--- config.mk ---
export PLATFORM = sky130hd
export DESIGN_NAME = sfx_arbiter_flat
export DESIGN_NICKNAME = d
export VERILOG_FILES = /design/src/rtl/sfx_arbiter_if.sv /design/src/rtl/sfx_arbiter.sv /design/src/flat_wrapper.sv
export SDC_FILE = /design/constraint.sdc
export NUM_CORES = 1
export LEC_CHECK = 0
export CAP_MARGIN = 20
export CORE_MARGIN = 5
export CORE_UTILIZATION = 40
export DETAILED_ROUTE_END_ITERATION = 16
export SLEW_MARGIN = 0
export SYNTH_ARGS = -nofsm -noshare
export SYNTH_HDL_FRONTEND = slang
export SYNTH_SLANG_ARGS = --single-unit
--- constraint.sdc ---
create_clock -name clk -period 6.1 [get_ports clk]
set_clock_uncertainty 0.1 [all_clocks]
set_input_delay 0.61 -clock clk [delete_from_list [all_inputs] [get_ports clk]]
set_output_delay 0.61 -clock clk [all_outputs]
set_load 0.01 [all_outputs]
--- src/rtl/sfx_arbiter_if.sv ---
// Sound-effect request/tone bus between game requesters and the arbiter.
// master = requester side, slave = arbiter side.
interface sfx_arbiter_if #(
  parameter int NUM_REQ = 4,
  parameter int CODE_W  = 3,
  parameter int DUR_W   = 8
);
  logic [NUM_REQ-1:0]        req;
  logic [NUM_REQ*CODE_W-1:0] code;
  logic [NUM_REQ*DUR_W-1:0]  dur;
  logic [NUM_REQ-1:0]        ack;
  logic [NUM_REQ-1:0]        pending;
  logic                      busy;
  logic [CODE_W-1:0]         sel;
  logic                      en;

  modport master (output req, code, dur, input ack, pending, busy, sel, en);
  modport slave  (input req, code, dur, output ack, pending, busy, sel, en);
endinterface

--- src/rtl/sfx_arbiter.sv ---
// Fixed-priority sharing of one tone generator: latch requests, play for N ticks, silent gap.
// Optional build macro SFX_PREEMPT_EN lets a higher-priority request abort the current tone.
module sfx_arbiter #(
  parameter int NUM_REQ   = 4,
  parameter int CODE_W    = 3,
  parameter int DUR_W     = 8,
  parameter int TICK_DIV  = 100000,
  parameter int GAP_TICKS = 2
) (
  input logic         clk,
  input logic         rst,
  sfx_arbiter_if.slave bus
);

  localparam int PS_W  = (TICK_DIV > 1) ? $clog2(TICK_DIV) : 1;
  localparam int GAP_W = (GAP_TICKS > 0) ? $clog2(GAP_TICKS + 1) : 1;
  localparam int IDX_W = (NUM_REQ > 1) ? $clog2(NUM_REQ) : 1;

  typedef enum logic [1:0] {
    IDLE = 2'd0,
    PLAY = 2'd1,
    GAP  = 2'd2
  } state_t;

  state_t             state_r;
  logic [NUM_REQ-1:0] pending_r;
  logic [CODE_W-1:0]  code_r [NUM_REQ];
  logic [DUR_W-1:0]   dur_r  [NUM_REQ];
  logic [PS_W-1:0]    prescale_r;
  logic [DUR_W-1:0]   remaining_r;
  logic [GAP_W-1:0]   gap_r;
  logic [NUM_REQ-1:0] ack_r;
  logic [CODE_W-1:0]  sel_r;
  logic               en_r;
  logic               busy_r;
`ifdef SFX_PREEMPT_EN
  logic [IDX_W-1:0]   grant_r;
`endif

  logic               tick_s;
  logic               any_s;
  logic [IDX_W-1:0]   lowest_s;
  logic               preempt_s;
  logic               grant_s;
  logic [NUM_REQ-1:0] clr_s;
  logic [NUM_REQ-1:0] pending_nxt_s;

  assign tick_s = (prescale_r == PS_W'(TICK_DIV - 1));

  // Lowest pending index wins; scanning downward leaves the smallest set index.
  always_comb begin
    any_s    = 1'b0;
    lowest_s = '0;
    for (int k = NUM_REQ - 1; k >= 0; k--) begin
      any_s    = any_s | pending_r[k];
      lowest_s = pending_r[k] ? IDX_W'(k) : lowest_s;
    end
  end

  // Grant decision and next pending set; a same-cycle re-request keeps its bit set.
  always_comb begin
`ifdef SFX_PREEMPT_EN
    preempt_s = (state_r == PLAY) && any_s && (lowest_s < grant_r);
`else
    preempt_s = 1'b0;
`endif
    grant_s       = ((state_r == IDLE) && any_s) || preempt_s;
    clr_s         = grant_s ? (NUM_REQ'(1) << lowest_s) : '0;
    pending_nxt_s = (pending_r & ~clr_s) | bus.req;
  end

  // Request latch, prescaler and play/gap FSM with registered outputs.
  always_ff @(posedge clk or posedge rst) begin
    if (rst) begin
      state_r     <= IDLE;
      pending_r   <= '0;
      prescale_r  <= '0;
      remaining_r <= '0;
      gap_r       <= '0;
      ack_r       <= '0;
      sel_r       <= '0;
      en_r        <= 1'b0;
      busy_r      <= 1'b0;
`ifdef SFX_PREEMPT_EN
      grant_r     <= '0;
`endif
      for (int k = 0; k < NUM_REQ; k++) begin
        code_r[k] <= '0;
        dur_r[k]  <= '0;
      end
    end else begin
      ack_r     <= '0;
      pending_r <= pending_nxt_s;
      for (int k = 0; k < NUM_REQ; k++) begin
        if (bus.req[k]) begin
          code_r[k] <= bus.code[k*CODE_W +: CODE_W];
          dur_r[k]  <= bus.dur[k*DUR_W +: DUR_W];
        end else begin
          code_r[k] <= code_r[k];
          dur_r[k]  <= dur_r[k];
        end
      end

      if (grant_s) begin
        state_r         <= PLAY;
        sel_r           <= code_r[lowest_s];
        remaining_r     <= (dur_r[lowest_s] == '0) ? DUR_W'(1) : dur_r[lowest_s];
        ack_r[lowest_s] <= 1'b1;
        en_r            <= 1'b1;
        busy_r          <= 1'b1;
        prescale_r      <= '0;
`ifdef SFX_PREEMPT_EN
        grant_r         <= lowest_s;
`endif
      end else begin
        prescale_r <= tick_s ? '0 : prescale_r + PS_W'(1);
        case (state_r)
          IDLE: begin
            prescale_r <= '0;
          end
          PLAY: begin
            if (tick_s) begin
              if (remaining_r == DUR_W'(1)) begin
                en_r <= 1'b0;
                if (GAP_TICKS > 0) begin
                  state_r    <= GAP;
                  gap_r      <= GAP_W'(GAP_TICKS);
                  prescale_r <= '0;
                end else begin
                  state_r <= IDLE;
                  busy_r  <= 1'b0;
                end
              end else begin
                remaining_r <= remaining_r - DUR_W'(1);
              end
            end else begin
              remaining_r <= remaining_r;
            end
          end
          GAP: begin
            if (tick_s) begin
              if (gap_r == GAP_W'(1)) begin
                state_r <= IDLE;
                busy_r  <= 1'b0;
              end else begin
                gap_r <= gap_r - GAP_W'(1);
              end
            end else begin
              gap_r <= gap_r;
            end
          end
          default: begin
            state_r <= IDLE;
            en_r    <= 1'b0;
            busy_r  <= 1'b0;
          end
        endcase
      end
    end
  end

  assign bus.ack     = ack_r;
  assign bus.pending = pending_r;
  assign bus.busy    = busy_r;
  assign bus.sel     = sel_r;
  assign bus.en      = en_r;

endmodule

--- src/flat_wrapper.sv ---
// flat-port wrapper written by rule: the top's interface ports become plain ports
module sfx_arbiter_flat 
#(
  parameter int NUM_REQ   = 4,
  parameter int CODE_W    = 3,
  parameter int DUR_W     = 8,
  parameter int TICK_DIV  = 100000,
  parameter int GAP_TICKS = 2
)
  (clk, rst, bus_req, bus_code, bus_dur, bus_ack, bus_pending, bus_busy, bus_sel, bus_en);
  sfx_arbiter_if #(.NUM_REQ(NUM_REQ), .CODE_W(CODE_W), .DUR_W(DUR_W)) bus_i ();
  input logic clk;
  input logic rst;
  input wire logic [$bits(bus_i.req)-1:0] bus_req;
  input wire logic [$bits(bus_i.code)-1:0] bus_code;
  input wire logic [$bits(bus_i.dur)-1:0] bus_dur;
  output wire logic [$bits(bus_i.ack)-1:0] bus_ack;
  output wire logic [$bits(bus_i.pending)-1:0] bus_pending;
  output wire logic [$bits(bus_i.busy)-1:0] bus_busy;
  output wire logic [$bits(bus_i.sel)-1:0] bus_sel;
  output wire logic [$bits(bus_i.en)-1:0] bus_en;
  assign bus_i.req = bus_req;
  assign bus_i.code = bus_code;
  assign bus_i.dur = bus_dur;
  assign bus_ack = bus_i.ack;
  assign bus_pending = bus_i.pending;
  assign bus_busy = bus_i.busy;
  assign bus_sel = bus_i.sel;
  assign bus_en = bus_i.en;
  sfx_arbiter #(.NUM_REQ(NUM_REQ), .CODE_W(CODE_W), .DUR_W(DUR_W), .TICK_DIV(TICK_DIV), .GAP_TICKS(GAP_TICKS)) u_core (.clk(clk), .rst(rst), .bus(bus_i));
endmodule
* Word level (Yosys, flattened, before mapping)
Cells that the tools add are included.
Word-level totals: register bits after elaboration 86, input port bits 50, output and inout port bits 13, logic and storage cells 104
Operators by class: $add $sub $neg 3, $lt $le $gt $ge 3, equality and inequality tests 17, shift operators 1, multiplexer cells 41, bitwise gates (word level) 8, reductions and logical operators 14
Operator list (count):
- 2-to-1 mux 17 bit | 4
- 2-to-1 mux 8 bit | 7
- one-hot mux 17 bit (2 select lines) | 1
- 2-to-1 mux 2 bit | 11
- adder 17 x 1 -> 17 bit, second input constant | 1
- equality test 17 bit, second input constant | 1
- binary-select mux 8 bit (select 2 bit) | 1
- != test 2 x 1 -> 1 bit, second input constant | 7
- != test 3 x 1 -> 1 bit, second input constant | 4
- AND reduction 3 bit | 3
- equality test 8 x 1 -> 1 bit, second input constant | 1
- zero test 8 bit | 1
- 2-to-1 mux 4 bit | 2
- subtractor 8 x 1 -> 8 bit, second input constant | 1
- 2-to-1 mux 1 bit | 7
- binary-select mux 3 bit (select 2 bit) | 1
- 2-to-1 mux 3 bit | 2
- one-hot mux 2 bit (3 select lines) | 1
- AND reduction 6 bit | 1
- nonzero test 2 bit | 3
- AND reduction 5 bit | 1
- bitwise AND 4 bit | 1
- equality test 2 x 1 -> 1 bit, second input constant | 2
- inverter 4 bit | 1
- other kinds (17) | 22

* Longest topological paths before layout
Gate-level depths: netlist of run 1.
depth in word-level cells 11, gate-level depth with buffers 7

* Worst setup path before layout of run 1
No wires, ideal clock.
path kind register -> register, start reg u_core.prescale_r[0], end reg u_core.prescale_r[12], library setup time 0.071 ns, data arrival time 1.737 ns, slack 4.191 ns, stages on the path, launching flop included 8, path buffers 2, clock period less this slack 1.909 ns, cell sequence dfrtp_1 ha_1 and4_1 and4_4 or2_2 clkbuf_1 buf_2 nor2_1
On the way: cells in the longest elaborated chain, start to end 6
Ends and longest elaborated chain:
- start, declared | line sfx_arbiter.sv:29 | logic [PS_W-1:0] prescale_r;
- start signal, assigned | line sfx_arbiter.sv:116 | prescale_r <= tick_s ? '0 : prescale_r + PS_W'(1);
- adder 17 x 1 -> 17 bit / equality test 17 bit (equally long branches) | line sfx_arbiter.sv:116, sfx_arbiter.sv:48
- 2-to-1 mux 17 bit | line sfx_arbiter.sv:116
- 2-to-1 mux 17 bit | line sfx_arbiter.sv:123 | if (remaining_r == DUR_W'(1)) begin
- 2-to-1 mux 17 bit | line sfx_arbiter.sv:122 | if (tick_s) begin
- one-hot mux 17 bit (2 select lines) (*) | line sfx_arbiter.sv:117 | case (state_r)
- 2-to-1 mux 17 bit (*) | line sfx_arbiter.sv:104 | if (grant_s) begin
Every way passes the cells marked *; elsewhere a longest branch is shown, timed or not. A chain may end at the register's enable or synchronous reset.

* Final worst setup path of run 1
start reg u_core.pending_r[1], in the netlist u_core.bus.pending[1], end out bus_pending[1]
RTL lines:
- start, declared | line sfx_arbiter.sv:26 | logic [NUM_REQ-1:0] pending_r;
- start signal, assigned | line sfx_arbiter.sv:93 | pending_r <= pending_nxt_s;
- end, declared | line flat_wrapper.sv:18 | output wire logic [$bits(bus_i.pending)-1:0] bus_pending;
No word-level cell between the ends.

==> flow_summary.json, run 1 <==
{
  "status": "complete, no violations",
  "yosys_register_bits": 86,
  "worst_ir_drop_vdd_v": 0.000115,
  "ys_types": 52,
  "antenna_cells": 0,
  "first_iter_violations": 116,
  "cp-startpoint": "u_core.bus.pending[1]$_DFF_PP0_",
  "leakagePower_uw": 0.00210,
  "arrival_ps": 1750,
  "cts_hold_buffers": 0,
  "path_cells": "clkdlybuf4s50_1",
  "grt_util_all_layers_pct": 15.5,
  "layout_cells_sized_above_1_pct": 18.5,
  "setup_total_negative_slack_ps": 0,
  "timing.critical_path.required_ps": 5390,
  "timing.max_slew.rel_slack_pct": 59.5,
  "finalSetupViolations": 0,
  "numCtsBuffers": 9,
  "number_of_enable_type_register_cells_in_the_synthesized_netlist": 0,
  "regToRegSetupSlack_ps": 3940,
  "timing.critical_path.to": "bus_pending[1]",
  "worst_skew_pair.late_latency_ps": 360,
  "num_rows": 36,
  "cts.repair_timing.setup_buffer_count": 0,
  "grt_setup_unrepaired": "false",
  "io_buffer_count": 62,
  "via_count_of_the_first_global_routing_pass": 2773,
  "fp.dieH_um": 109,
  "setup.worst_path.end_class": "output pin",
  "cell_depth_of_the_worst_flop_to_flop_path": 3,
  "dpl-instance-area_um2": 4700,
  "timing.critical_path.depth": 1,
  "pin_count_of_the_biggest_net_entering_global_routing": 87,
  "core_area_um2": 9730,
  "num_io_pins": 63,
  "worst_r2r_endpoint": "u_core.remaining_r[1]$_DFFE_PP0P_",
  "critPathMaxFanout": 19,
  "cts_tree": "built",
  "antenna_left": 0,
  "postLayoutCellArea_um2": 4970,
  "area_growth_pct": 25.4,
  "wl_per_cell_um": 16.0,
  "wire_length_of_the_first_global_routing_pass_um": 14200,
  "critical-path-top-delay-family": "flip-flops",
  "cts_resized": 0,
  "cts_max_level": 3,
  "sequential_cell_area_fraction_in_the_yosys_report_pct": 54.4,
  "max-cap-violations": 0,
  "final_wirelength_um": 8530,
  "report.final.slew_viol_count": 0,
  "cts_max_path_buffers": 2,
  "place_hpwl_um": 6260,
  "asyncSetResetFlopFracSynth_pct": 100,
  "crit_path_top_delay_cell": "dfrtp_1",
  "final_nets": 450,
  "global_route.overflow_total": 0,
  "fin_crit_ps": 2460,
  "drtPass1Iterations": 4,
  "syn-instance-count": 334,
  "worst_hold_path_type": "reg -> reg",
  "clk_transition_reported_paths_ps": 90,
  "clock_sink_count": 86,
  "gp_routability_congestion": 0.790,
  "period_share_pct": 40.3,
  "mostFrequentLayoutCells": "86 x dfrtp_1, 62 x clkdlybuf4s50_1, 46 x mux2_2, 28 x nor2_1, 15 x nand2_1",
  "synth_top_flop_cell": "dfrtp_1",
  "critical_path_class": "reg -> out",
  "drc": 0,
  "ys.warnings.count": 0,
  "worstPathBufferInverterCount": 1,
  "vias": 2757,
  "antenna_violations_before_repair": 0,
  "setup.worst_path.start_class": "flip-flop",
  "die_width_um": 109,
  "layout.cells.most_common": "dfrtp_1",
  "starting_utilization_of_the_core_area_pct": 40.7,
  "hold_violations": 0,
  "worst-slew-pin-transition_ps": 608,
  "clockRootBuffer": "clkbuf_8",
  "cpPeakStageDelay_ps": 740,
  "r2r-start": "u_core.bus.pending[1]$_DFF_PP0_",
  "postSynthAreaPerCell_um2": 11.9,
  "floorplan_die_area_um2": 12000,
  "postSynthNetCount": 388,
  "powerDensity_nw_per_um2": 244,
  "mapped_cell_area_um2": 3960,
  "viasPerCell": 5.16,
  "clock.fmax_mhz": 407
}
==> cell type report <==
cell class	count	area, um^2
Multi-Input combinational cell	223	1700
Clock buffer	10	128
Timing Repair Buffer	65	663
Inverter	11	42.5
Tap cell	133	166
Fill cell	934	4760
Sequential cell	86	2150
Clock inverter	6	110
==> sequential cells by signal, indices dropped and copies added, names as in the netlist <==
signal and flops:
u_core.bus.busy 1, u_core.code_r 12, u_core.dur_r 32, u_core.bus.pending 4, u_core.remaining_r 8, u_core.gap_r 2, u_core.bus.en 1, u_core.state_r 2
u_core.bus.ack 4, u_core.bus.sel 3, u_core.prescale_r 17
==> report_power, final <==
group,internal (uW),switching (uW),leakage (uW),total (uW)
Sequential,603,20.7,0.00104,623
Combinational,69.2,42.8,0.000946,112
Clock,271,203,0.000112,475
Total,943,267,0.00210,1210
==> logic make-up (layout without fill, tap and decap cells) <==
logic type	count (synthesis)	in the layout	synth area share, %
XOR/XNOR	20	20	4.42
adder cells (fa/ha/maj)	4	4	1.26
flip-flops	86	86	54.4
AND/OR/NAND/NOR	95	95	12.8
buffers and inverters	25	92	2.59
AO/OA/AOI/OAI	53	53	10.2
multiplexers	51	51	14.3
==> per-layer routing <==
metal | up-vias | routed length (um) | share of wire (%) | global-route usage [%]
li1 | 1328 | - | - | -
met1 | 1361 | 4090 | 48 | 22.5
met2 | 57 | 3980 | 47 | 22.4
met3 | 11 | 320 | 3.8 | 3.70
met4 | 0 | 133 | 1.6 | 5.88
met5 | - | 0 | 0 | 0
==> synthesized netlist by cell type (5+ instances only) <==
master | count | area share, %
mux2i_1 | 5 | 1.3
nor2_1 | 28 | 2.7
dfrtp_1 | 86 | 54
inv_1 | 10 | 0.95
o21ai_0 | 10 | 1.3
mux2_2 | 46 | 13
nand4_1 | 8 | 1.3
nor3_1 | 6 | 0.76
a21oi_1 | 6 | 0.76
nand2b_1 | 6 | 0.95
xnor2_1 | 6 | 1.3
nand2_1 | 15 | 1.4
xor2_1 | 14 | 3.1
a221oi_1 | 7 | 1.5
nand3_1 | 8 | 1.0
buf_2 | 7 | 0.88
==> metrics by stage <==
step	utilization (%)	setup WS [ps]	power (uW)	hold WS, ps	instances
2_1_floorplan	-	3170	691	355	334
3_3_place_gp	48.3	3940	745	369	517
3_5_place_dp	48.3	3930	747	374	517
4_1_cts	50.8	3610	1230	391	533
5_1_grt	51.0	3540	1260	421	534
6_report	51.0	3640	1210	387	534
==> worst reg2reg max path: stages (launching register included) <==
cell     delay (ps)
dfrtp_1         610
or4_1           610
nand2_2         360
mux2_2          380
==> how the worst min path moves through the flow <==
stage,startpoint,to,depth (start not counted)
floorplan,u_core.prescale_r[0]$_DFF_PP0_,u_core.prescale_r[0]$_DFF_PP0_,1
global placement,u_core.prescale_r[0]$_DFF_PP0_,u_core.prescale_r[0]$_DFF_PP0_,1
detailed placement,u_core.bus.sel[1]$_DFFE_PP0N_,u_core.bus.sel[1]$_DFFE_PP0N_,2
CTS,u_core.prescale_r[0]$_DFF_PP0_,u_core.prescale_r[0]$_DFF_PP0_,1
global route,u_core.prescale_r[0]$_DFF_PP0_,u_core.prescale_r[0]$_DFF_PP0_,1
finish,u_core.bus.sel[1]$_DFFE_PP0N_,u_core.bus.sel[1]$_DFFE_PP0N_,2
Note: power is estimated with default switching activity, not from simulation.
==> inputs of run 2 (changes only) <==
- clock period: 6.1 -> 2.3 ns (I/O delays scaled with it)
==> run 2 against run 1 <==
Largest cell class unchanged. Sequential share of layout area decreased by 0.12 points. Non-clock buffer count increased by 7. Flip-flop and latch count unchanged. Global-route usage increased by 0.15 points. Via count increased by 0.87%. Largest power group unchanged. Die area unchanged. Combinational power increased to 2.6 times the previous value. Setup slack got worse by 3500 ps.
==> flow_summary.json, run 2 (synthesis gave the netlist of run 1 again) <==
{
  "clockRootBuffer": "clkbuf_8",
  "gp_routability_congestion": 0.782,
  "cts_tree": "built",
  "fp.dieH_um": 109,
  "fillCellCount": 927,
  "cts_hold_buffers": 0,
  "layout_top_registers": "u_core.dur_r x32, u_core.prescale_r x17, u_core.code_r x12",
  "setup.worst_path.end_class": "flip-flop",
  "largest_register_ff_count": 32,
  "final_nets": 457,
  "mostFrequentLayoutCells": "86 x dfrtp_1, 62 x clkdlybuf4s50_1, 46 x mux2_2, 28 x nor2_1, 15 x nand2_1",
  "setup_total_negative_slack_ps": 0,
  "finalSetupViolations": 0,
  "antenna_violations_before_repair": 0,
  "cts_resized": 0,
  "period_share_pct": 91.9,
  "fin_crit_ps": 2110,
  "timing.critical_path.required_ps": 2490,
  "core_area_um2": 9730,
  "worst-slew-pin-transition_ps": 662,
  "crit_path_top_delay_cell": "or4_1",
  "via_count_of_the_first_global_routing_pass": 2873,
  "net-switching-power_uw": 721,
  "starting_utilization_of_the_core_area_pct": 40.7,
  "setup.worst_path.start_class": "flip-flop",
  "dpl_worst_slack_ps": 188,
  "place_hpwl_um": 6370,
  "status": "complete, no violations",
  "powerDensity_nw_per_um2": 610,
  "num_io_pins": 63,
  "floorplan_die_area_um2": 12000,
  "antenna_left": 0,
  "cts.repair_timing.setup_buffer_count": 0,
  "clk_transition_reported_paths_ps": 90,
  "wire_length_of_the_first_global_routing_pass_um": 14400,
  "leakagePower_uw": 0.00212,
  "arrival_ps": 2300,
  "global_route.overflow_total": 0,
  "viasPerCell": 5.14,
  "final_wirelength_um": 8540,
  "share_comb_of_total_power_pct": 9.6,
  "critPathMaxFanout": 14,
  "cts_max_level": 3,
  "numCtsBuffers": 9,
  "wl_per_cell_um": 15.8,
  "timing.max_slew.rel_slack_pct": 55.8,
  "internal-power_uw": 2320,
  "worst_skew_pair.late_latency_ps": 370,
  "cts_max_path_buffers": 2,
  "die_width_um": 109,
  "path_cells": "ha_1, and4_1, and4_4, nand3_2, or4_1, a31oi_1",
  "report.final.slew_viol_count": 0,
  "worst_hold_path_type": "in -> async",
  "vias": 2781,
  "grt_util_all_layers_pct": 15.7,
  "worst_ir_drop_vdd_v": 0.000428,
  "cpPeakStageDelay_ps": 410,
  "clock.fmax_mhz": 473,
  "area_growth_pct": 25.8,
  "multi_input_gate_area_um2": 1700,
  "first_iter_violations": 74,
  "final.setup.worst_slack_ps": 187,
  "io_buffer_count": 62,
  "seq_power_share_pct": 54.3,
  "clock_sink_count": 86,
  "top_register": "u_core.dur_r",
  "layout_cells_sized_above_1_pct": 20.1,
  "power.switching_fraction_pct": 23.7,
  "layout.cells.most_common": "dfrtp_1",
  "share_clk_of_total_power_pct": 36.0,
  "drtPass1Iterations": 4,
  "antenna_cells": 0,
  "max-cap-violations": 0,
  "hold_violations": 0,
  "drc": 0,
  "grt_setup_unrepaired": "false",
  "seq_area_um2": 2150,
  "critical_path_class": "reg -> reg",
  "pin_count_of_the_biggest_net_entering_global_routing": 87,
  "num_rows": 36,
  "post-route-util_pct": 51.2
}
==> run 2: metrics by stage <==
| step | hold WS, ps | std cells | instance area [um^2] | power, uW |
|---|---|---|---|---|
| 2_1_floorplan | 282 | 334 | 3960 | 1830 |
| 3_3_place_gp | 365 | 525 | 4780 | 1970 |
| 3_5_place_dp | 382 | 525 | 4780 | 1980 |
| 4_1_cts | 239 | 541 | 4980 | 3080 |
| 5_1_grt | 257 | 541 | 4980 | 3170 |
| 6_report | 191 | 541 | 4980 | 3040 |
==> run 2: worst paths after layout <==
kind                                                startpoint                           endpoint  slack [ps]  depth (start not counted)
worst max-delay path            u_core.prescale_r[0]$_DFF_PP0_  u_core.remaining_r[5]$_DFFE_PP0P_         190                          6
worst min-delay path                                       rst        u_core.dur_r[0]$_DFFE_PP0P_         190                          3
worst max register to register  u_core.prescale_r[0]$_DFF_PP0_  u_core.remaining_r[5]$_DFFE_PP0P_         190                          6
worst min register to register   u_core.bus.sel[0]$_DFFE_PP0N_      u_core.bus.sel[0]$_DFFE_PP0N_         390                          2
max in group asynchronous                                  rst     u_core.prescale_r[3]$_DFF_PP0_        1490                          3
min in group clk                                   bus_dur[30]        u_core.dur_r[6]$_DFFE_PP0P_         360                          2
==> run 2: layer usage <==
| metal | global-route usage [%] | wire length (um) | vias to the layer above |
|---|---|---|---|
| met2 | 25.2 | 4210 | 58 |
| met1 | 19.8 | 3830 | 1360 |
| met5 | 0 | 0 | - |
| met4 | 5.25 | 137 | 0 |
| li1 | - | - | 1352 |
| met3 | 5.34 | 360 | 11 |
==> run 2: power by group through the flow <==
stage                     Clock [uW]  Sequential (uW)  Combinational (uW)
after floorplan                    0             1670                 169
after global placement             0             1680                 294
after detailed placement           0             1680                 299
after CTS                       1130             1650                 300
after global routing            1180             1660                 325
final                           1090             1650                 293
==> run 2: layout make-up <==
cell class | count | area share (%)
clock inverter | 6 | 1.33
multi-input combinational | 223 | 34.2
sequential | 86 | 43.2
tap | 133 | 3.34
clock buffer | 10 | 2.76
timing repair buffer | 72 | 14.2
inverter | 11 | 0.905
==> run 2: critical path: cells and delay by family, from the launching register on <==
kind	cells	cell delay, ps
and+or+nand+nor	4	1110
DFF	1	390
adders and majority gates	1	250
AOI/OAI and AO/OA	1	180
==> inputs of run 3 (changes only) <==
- CAP_MARGIN: 20 -> default
==> results of run 3 <==
No change in the layout: final DEF, timing and power equal those of run 2.
